`config.mk`:
```
export PLATFORM = sky130hd
export DESIGN_NAME = frame_disassembler
export DESIGN_NICKNAME = d
export VERILOG_FILES = /design/src/rtl/frame_disassembler_pkg.sv /design/src/rtl/frame_disassembler.sv
export SDC_FILE = /design/constraint.sdc
export NUM_CORES = 1
export LEC_CHECK = 0
export BUFFER_PORTS_ARGS = -buffer_cell sky130_fd_sc_hd__buf_4
export CORE_AREA = 4 4 63 53
export CTS_BUF_LIST = sky130_fd_sc_hd__clkbuf_4
export DETAILED_ROUTE_END_ITERATION = 10
export DIE_AREA = 0 0 67 57
export PLACE_DENSITY = 0.79
export SYNTH_ARGS = -nofsm -noshare
export SYNTH_HDL_FRONTEND = slang
export SYNTH_SLANG_ARGS = --single-unit
```
`constraint.sdc`:
```
create_clock -name clk -period 2.7 [get_ports clk]
set_clock_uncertainty 0.2 [all_clocks]
set_input_delay 0.135 -clock clk [delete_from_list [all_inputs] [get_ports clk]]
set_output_delay 0.135 -clock clk [all_outputs]
set_load 0.05 [all_outputs]
```
`src/rtl/frame_disassembler_pkg.sv`:
```
// Receive/transmit frame geometry and the disassembler FSM state encoding.
package frame_disassembler_pkg;

  localparam int FFT_POINT  = 64;
  localparam int CP_NUM     = 16;
  localparam int SYMBOL_NUM = 8;
  localparam int SYNC_LEN   = 480;
  localparam int SYM_LEN    = FFT_POINT + CP_NUM;
  localparam int FRAME_LEN  = SYNC_LEN + SYMBOL_NUM * SYM_LEN;
  localparam int CNT_W      = $clog2(SYNC_LEN + 1);
  localparam int SYM_W      = $clog2(SYMBOL_NUM);

  typedef enum logic [1:0] {
    ST_IDLE,
    ST_SKIP_SYNC,
    ST_SKIP_CP,
    ST_DATA
  } fd_state_t;

endpackage

```
`src/rtl/frame_disassembler.sv`:
```
// Strips preamble and cyclic prefix, streams FFT windows; 1-cycle registered latency, no backpressure.
// Define FRAME_DISASM_KEEP_CP_EN to forward the cyclic prefix along with each window.
module frame_disassembler
  import frame_disassembler_pkg::*;
#(
  parameter int DW = 8
) (
  input  logic             clk,
  input  logic             rst,
  input  logic [DW-1:0]    din,
  input  logic             din_valid,
  input  logic             sync_found,
  output logic [DW-1:0]    dout,
  output logic             dout_valid,
  output logic [SYM_W-1:0] sym_idx,
  output logic             sym_first,
  output logic             sym_last,
  output logic             frame_done,
  output logic             frame_abort,
  output logic             busy
);

  localparam logic [CNT_W-1:0] SYNC_LAST = CNT_W'(SYNC_LEN - 1);
  localparam logic [CNT_W-1:0] CP_LAST   = CNT_W'(CP_NUM - 1);
  localparam logic [CNT_W-1:0] FFT_LAST  = CNT_W'(FFT_POINT - 1);
  localparam logic [SYM_W-1:0] SYM_LAST  = SYM_W'(SYMBOL_NUM - 1);

  fd_state_t        state, state_nxt;
  logic [CNT_W-1:0] cnt, cnt_nxt;
  logic [SYM_W-1:0] sym, sym_nxt;
  logic             fwd, fwd_first, fwd_last, done, abort;

  always_ff @(posedge clk) begin
    if (rst) begin
      state       <= ST_IDLE;
      cnt         <= '0;
      sym         <= '0;
      dout        <= '0;
      dout_valid  <= 1'b0;
      sym_idx     <= '0;
      sym_first   <= 1'b0;
      sym_last    <= 1'b0;
      frame_done  <= 1'b0;
      frame_abort <= 1'b0;
      busy        <= 1'b0;
    end else begin
      state       <= state_nxt;
      cnt         <= cnt_nxt;
      sym         <= sym_nxt;
      dout_valid  <= fwd;
      sym_first   <= fwd_first;
      sym_last    <= fwd_last;
      frame_done  <= done;
      frame_abort <= abort;
      // busy stays up through the frame_done cycle
      busy        <= (state_nxt != ST_IDLE) || done;
      if (fwd) begin
        dout    <= din;
        sym_idx <= sym;
      end
    end
  end

  always_comb begin
    state_nxt = state;
    cnt_nxt   = cnt;
    sym_nxt   = sym;
    fwd       = 1'b0;
    fwd_first = 1'b0;
    fwd_last  = 1'b0;
    done      = 1'b0;
    abort     = 1'b0;
    if (din_valid && sync_found) begin
      abort     = (state != ST_IDLE);
      state_nxt = ST_SKIP_SYNC;
      cnt_nxt   = CNT_W'(1);
      sym_nxt   = '0;
      // the final data sample of a frame is still delivered on a coincident resync
      if (state == ST_DATA && cnt == FFT_LAST && sym == SYM_LAST) begin
        fwd      = 1'b1;
        fwd_last = 1'b1;
      end
    end else if (din_valid) begin
      unique case (state)
        ST_IDLE: ;
        ST_SKIP_SYNC: begin
          if (cnt == SYNC_LAST) begin
            state_nxt = ST_SKIP_CP;
            cnt_nxt   = '0;
          end else begin
            cnt_nxt = cnt + 1'b1;
          end
        end
        ST_SKIP_CP: begin
`ifdef FRAME_DISASM_KEEP_CP_EN
          fwd       = 1'b1;
          fwd_first = (cnt == '0);
`endif
          if (cnt == CP_LAST) begin
            state_nxt = ST_DATA;
            cnt_nxt   = '0;
          end else begin
            cnt_nxt = cnt + 1'b1;
          end
        end
        ST_DATA: begin
          fwd = 1'b1;
`ifndef FRAME_DISASM_KEEP_CP_EN
          fwd_first = (cnt == '0);
`endif
          if (cnt == FFT_LAST) begin
            fwd_last = 1'b1;
            cnt_nxt  = '0;
            if (sym == SYM_LAST) begin
              done      = 1'b1;
              state_nxt = ST_IDLE;
              sym_nxt   = '0;
            end else begin
              sym_nxt   = sym + 1'b1;
              state_nxt = ST_SKIP_CP;
            end
          end else begin
            cnt_nxt = cnt + 1'b1;
          end
        end
        default: state_nxt = ST_IDLE;
      endcase
    end
  end

endmodule
```
# Word level (Yosys, flattened, before mapping)
# Cells that the tools add are included.
[word_totals]
reg_bits = 31
latchBits = 0
ram_bits = 0
romBits = 0
in_bits = 12
output_inout_bits = 17
wordCells = 67
mem_count = 0
[classes]
add_sub_neg = 2
multipliers = 0
div_mod_pow = 0
n_lt_le_gt_ge = 0
eq_ne = 7
n_shift = 0
mux = 27
n_bitwise = 3
n_reduce_logical = 16
[op_table]
columns = ["operator", "n"]
rows = [
  ["9-bit two-way mux", 3],
  ["9-bit case mux with 3 select lines", 1],
  ["1-bit two-way mux", 15],
  ["2-bit two-way mux", 6],
  ["9-bit by 1-bit adder with 9-bit output, second input constant", 1],
  ["9-bit by 4-bit == test with 1-bit output, second input constant", 1],
  ["9-bit by 6-bit == test with 1-bit output, second input constant", 1],
  ["9-bit == test, second input constant", 1],
  ["9-bit logical NOT", 1],
  ["2-bit case mux with 3 select lines", 1],
  ["2-bit nonzero test", 3],
  ["2-bit == test, second input constant", 2],
  ["2-bit AND reduction", 2],
  ["4-bit nonzero test", 1],
  ["2-bit OR reduction", 2],
  ["4-bit OR reduction", 1],
  ["3-bit by 1-bit adder with 3-bit output, second input constant", 1],
  ["3-bit == test, second input constant", 1],
  ["1-bit logical AND", 3],
  ["3-bit two-way mux", 1],
  ["1-bit inverter", 3],
  ["3-bit AND reduction", 1],
  ["3-bit nonzero test", 1],
  ["2-bit by 1-bit == test with 1-bit output, second input constant", 1],
  ["1-bit logical OR", 1],
]

# Longest topological paths before layout
[logic_depth]
ltp_word = 8
depth_mapped = 8
mapped_depth_nobuf = 7

# Least setup slack after synthesis
# OpenSTA, ideal clock, no wires.
[synth_timing]
kind = "reg-to-reg"
from = "register cnt[0]"
to = "register busy"
setup_time_ns = 0.127
t_arrival_ns = 1.795
required_ns = 2.373
path_slack_ns = 0.579
path_stages_with_launch = 7
n_path_buf = 0
synth_period_minus_slack_ns = 2.121
cell_sequence = "dfxtp_1 ha_1 nand3_2 or4_4 a211oi_2 a221oi_1 or3_1"
[synth_via]
elab_chain_len = 7
elab_cells_between_ends = 15
cone_classes = "eq/ne (3); mux (10); reduce/logical (2)"
[synth_rtl]
columns = ["item", "line_no", "rtl"]
rows = [
  ["from (decl)", "frame_disassembler.sv:29", "logic [CNT_W-1:0] cnt, cnt_nxt;"],
  ["from (signal assigned)", "frame_disassembler.sv:48", "cnt <= cnt_nxt;"],
  ["9-bit by 6-bit == test with 1-bit output (tied with other cells)", "frame_disassembler.sv:111", "if (cnt == FFT_LAST) begin"],
  ["2-bit two-way mux (on tied branches)", "frame_disassembler.sv:111, frame_disassembler.sv:87, frame_disassembler.sv:99", ""],
  ["2-bit case mux with 3 select lines", "frame_disassembler.sv:84", "unique case (state)"],
  ["2-bit two-way mux", "frame_disassembler.sv:83", "end else if (din_valid) begin"],
  ["2-bit two-way mux", "frame_disassembler.sv:73", "if (din_valid && sync_found) begin"],
  ["2-bit nonzero test", "frame_disassembler.sv:56", "busy <= (state_nxt != ST_IDLE) || done;"],
  ["1-bit logical OR *", "frame_disassembler.sv:56", ""],
  ["to (signal assigned)", "frame_disassembler.sv:56", ""],
  ["to (decl)", "frame_disassembler.sv:20", "output logic busy"],
]
# Mark *: on every way between the ends. The rest lies on a longest branch, timed or not.
# A chain may end at the register's enable or synchronous reset.

# Worst setup path after layout
[layout_timing]
from = "register cnt[1]"
to = "register dout[2]"
[layout_via]
elab_chain_len = 5
[layout_rtl]
columns = ["item", "line_no", "rtl"]
rows = [
  ["9-bit by 6-bit == test with 1-bit output", "frame_disassembler.sv:79", "if (state == ST_DATA && cnt == FFT_LAST && sym == SYM_LAST) begin"],
  ["1-bit logical AND (2 in series)", "frame_disassembler.sv:79", ""],
  ["1-bit two-way mux", "frame_disassembler.sv:79", ""],
  ["1-bit two-way mux", "frame_disassembler.sv:73", ""],
  ["to (signal assigned)", "frame_disassembler.sv:58", "dout <= din;"],
  ["to (decl)", "frame_disassembler.sv:13", "output logic [DW-1:0] dout,"],
]
# Every way passes these cells.

==> results.md <==
* Status: finished, final reports clean
* Critical Path RT at 2.72 ns
* CP Depth at 8
* Layout overhead on the synthesized area at 36.8%
* Clock transition at the registers of the reported paths at 0.10 ns
* Synth cell types at 44
* Die W at 67 um
* Final worst-path cycle share at 94.3%
* RePlAce Congestion at 0.969
* Fin crit period at 2.55 ns
* Largest cells by area after synthesis: dfxtp_1, mux2i_1, ha_1
* Total CTS buffers at 5
* Setup crit end kind: flop
* R2R Path End: dout[2]$_SDFFE_PP0P_
* Seq/Total Area, Yosys at 42.0%
* Crit path buffers/inverters at 2
* FFs w/ async S/R, synth at 0%
* CP arrival at 2.57 ns
* Critical path class: flop to flop
* Layout net count at 238
* CTS tree: done
* Num ports at 29
* Worst-margin pin slew at 0.470 ns
* DR vias at 1420
* Drt first pass iters at 4
* Total of max-cap violations at 0
* CP startpoint: cnt[1]$_SDFFE_PP0P_
* Final ANT Viol Nets at 0
* Crit-path max FO at 12
* H-tree depth at 2
* Final Non-Filler Cells at 256
* Power density cells at 437 nW/um^2
* Final WL at 3.99 mm
* RSZ-0062 raised after global routing: no
* Wire length per cell at 15.6 um
* VDD IR-drop max at 0.299 mV
* Fin. max-slew vios at 0
* Final WS setup at 0.153 ns
* Max Fclk at 393 MHz
* Vias/cell at 5.55
* Post-route DRC violation count at 0
* Synth Area per Inst at 9.01 um^2
* CP delay by family, top: buffers and inverters
* All-Layer GR Usage at 23.2%
* Post-synth top area share at 42.0%
* Synth Flop Type: dfxtp_1
* Clock root cell: clkbuf_4
* Placeable Area at 2700 um^2
* Critical path launch point type: flop
* Rel. slew slack at 68.7%
* Final Hold Fails at 0
* Die Y at 57 um
* GR Overflow Total at 0
* Yosys top cell by area: dfxtp_1
* Total power at 883 uW
* Share of cells above drive strength 1 at 22.5%
* IO Port Bufs at 28
* Mapped Area at 1480 um^2
* Syn Nets at 185
* Post-synth EDFFs at 0
* Clock Path Buffers at 2
* Final setup TNS at 0 ns
* First-pass GRT wire length at 6.71 mm
* Initial antenna violation count at 0
* Largest net degree at the start of global routing at 20
* Worst-path cell chain: ha_2 -> and3_2 -> nand4_1 -> a21oi_1 -> buf_6 -> mux2i_1 -> nor2_1 -> dlygate4sd3_1
* Pre-CTS setup slack at 0.411 ns
* # setup viols final at 0
* CP max-delay cell: dlygate4sd3_1
* Initial core utilization at 54.7%
* Post-Syn Instances at 164
* Worst Setup EP: dout[2]$_SDFFE_PP0P_
* Leak at 0.827 nW
* Hold Path Class: flop to flop
* Register bit total from synthesis at 31
* Crit Reg-Reg Startpoint: cnt[1]$_SDFFE_PP0P_
* YS warnings at 0
* Die area at 3820 um^2
* Antenna cells at 0
* Number of global-route vias before repair at 1455
* Detail Placement HPWL at 2.49 mm
* Std cell rows at 17
* FF-to-FF setup slack at 0.15 ns
* Sink Count at 31
* DRT iter0 DRCs at 80
* Placed insts at 225
* Crit path largest cell delay at 0.58 ns
* FF-to-FF path depth at 8
* Clk Latency, worst-skew pair at 0.33 ns
-- cell usage in the layout, fill, tap and decap left out, types with 2 or more instances in the layout --
cell type and n:
a21oi_1 10, a31oi_1 3, buf_4 31, clkbuf_4 5
dfxtp_1 30, dlygate4sd3_1 20, ha_1 8, inv_1 5
mux2i_1 12, nand2_1 13, nand2b_1 2, nand3_1 6
nand4_1 3, nor2_1 19, nor2b_1 3, nor3_1 6
o21ai_0 5, or3_1 3, xor2_1 3
-- metrics by stage --
step	hold WS, ns	instance area, um^2	util (%)
2_1_floorplan	0.0228	1480	-
5_1_grt	0.325	2020	74.8
6_report	0.300	2020	74.8
4_1_cts	0.294	1990	73.7
3_3_place_gp	0.171	1720	63.5
3_5_place_dp	0.181	1720	63.5
-- worst reg2reg max path, cell delays in order (launching register included) --
cell           delay, ns
dfxtp_1             0.40
ha_2                0.22
and3_2              0.24
nand4_1             0.13
a21oi_1             0.20
buf_6               0.20
mux2i_1             0.22
nor2_1              0.06
dlygate4sd3_1       0.58
-- worst min-delay path by stage --
stage / start / end / slack (ns) / cells past startpoint
after detailed placement: din[2] / dout[2]$_SDFFE_PP0P_ / 0.18 / 3
after global routing: sym[1]$_SDFFE_PP0P_ / sym[1]$_SDFFE_PP0P_ / 0.32 / 2
after global placement: din[5] / dout[5]$_SDFFE_PP0P_ / 0.17 / 3
after CTS: sym[1]$_SDFFE_PP0P_ / sym[1]$_SDFFE_PP0P_ / 0.29 / 2
final: sym[1]$_SDFFE_PP0P_ / sym[1]$_SDFFE_PP0P_ / 0.30 / 2
after floorplan: sync_found / frame_done$_SDFF_PP0_ / 0.02 / 1
-- cell families after synthesis --
| logic type | Yosys count | synth area share (%) |
|---|---|---|
| AND/OR/NAND/NOR | 67 | 23.6 |
| AO/OA/AOI/OAI | 31 | 13.7 |
| flip-flops | 31 | 42.0 |
| multiplexers | 12 | 8.13 |
| buffers and inverters | 11 | 3.13 |
| adder cells (fa/ha/maj) | 9 | 7.62 |
| XOR/XNOR | 3 | 1.78 |
-- layer usage --
layer  up-vias  GRT usage, %  share of wire [%]
met5         -             0                  0
met4         0          13.0                3.0
met3        15          5.91                7.7
met2        73          38.8                 51
met1       640          26.7                 38
li1        692             -                  -
-- where the power goes --
part	switching (mW)	internal (mW)
Combinational	0.0365	0.0334
Sequential	0.00362	0.461
Clock	0.159	0.190
-- what timing repair did --
action                                 4_1_cts  5_1_grt
buffers inserted                             0        3
hold buffers                                20        0
setup endpoints to repair                    0        7
gates resized for setup                      0        3
endpoints found under the hold margin       17        0
-- final cells by class --
class / count / area [um^2]
multi-input combinational: 122 / 813
clock buffer: 5 / 37.5
fill: 207 / 679
clock inverter: 3 / 38.8
timing repair buffer: 52 / 444
inverter: 5 / 18.8
sequential: 31 / 622
tap: 38 / 47.5
-- registers in the layout, summed over array words and instances, names as in the netlist --
| name | cells |
|---|---|
| frame_abort | 1 |
| dout_valid | 1 |
| frame_done | 1 |
| busy | 1 |
| sym_last | 1 |
| cnt | 9 |
| sym_first | 1 |
| state | 2 |
| sym | 3 |
| sym_idx | 3 |
| dout | 8 |
-- synth_stat cells (2+ instances only) --
master,instances
nand3_1,6
o21ai_0,5
nand2_1,13
or3_1,3
a31oi_1,3
nor3_1,6
ha_1,9
mux2i_1,12
inv_1,5
nand2b_1,2
nor2b_1,3
nor2_1,19
nand4_1,3
a21oi_1,10
clkbuf_1,4
xor2_1,3
dfxtp_1,31
No activity file was read; power rests on OpenSTA's default activity.
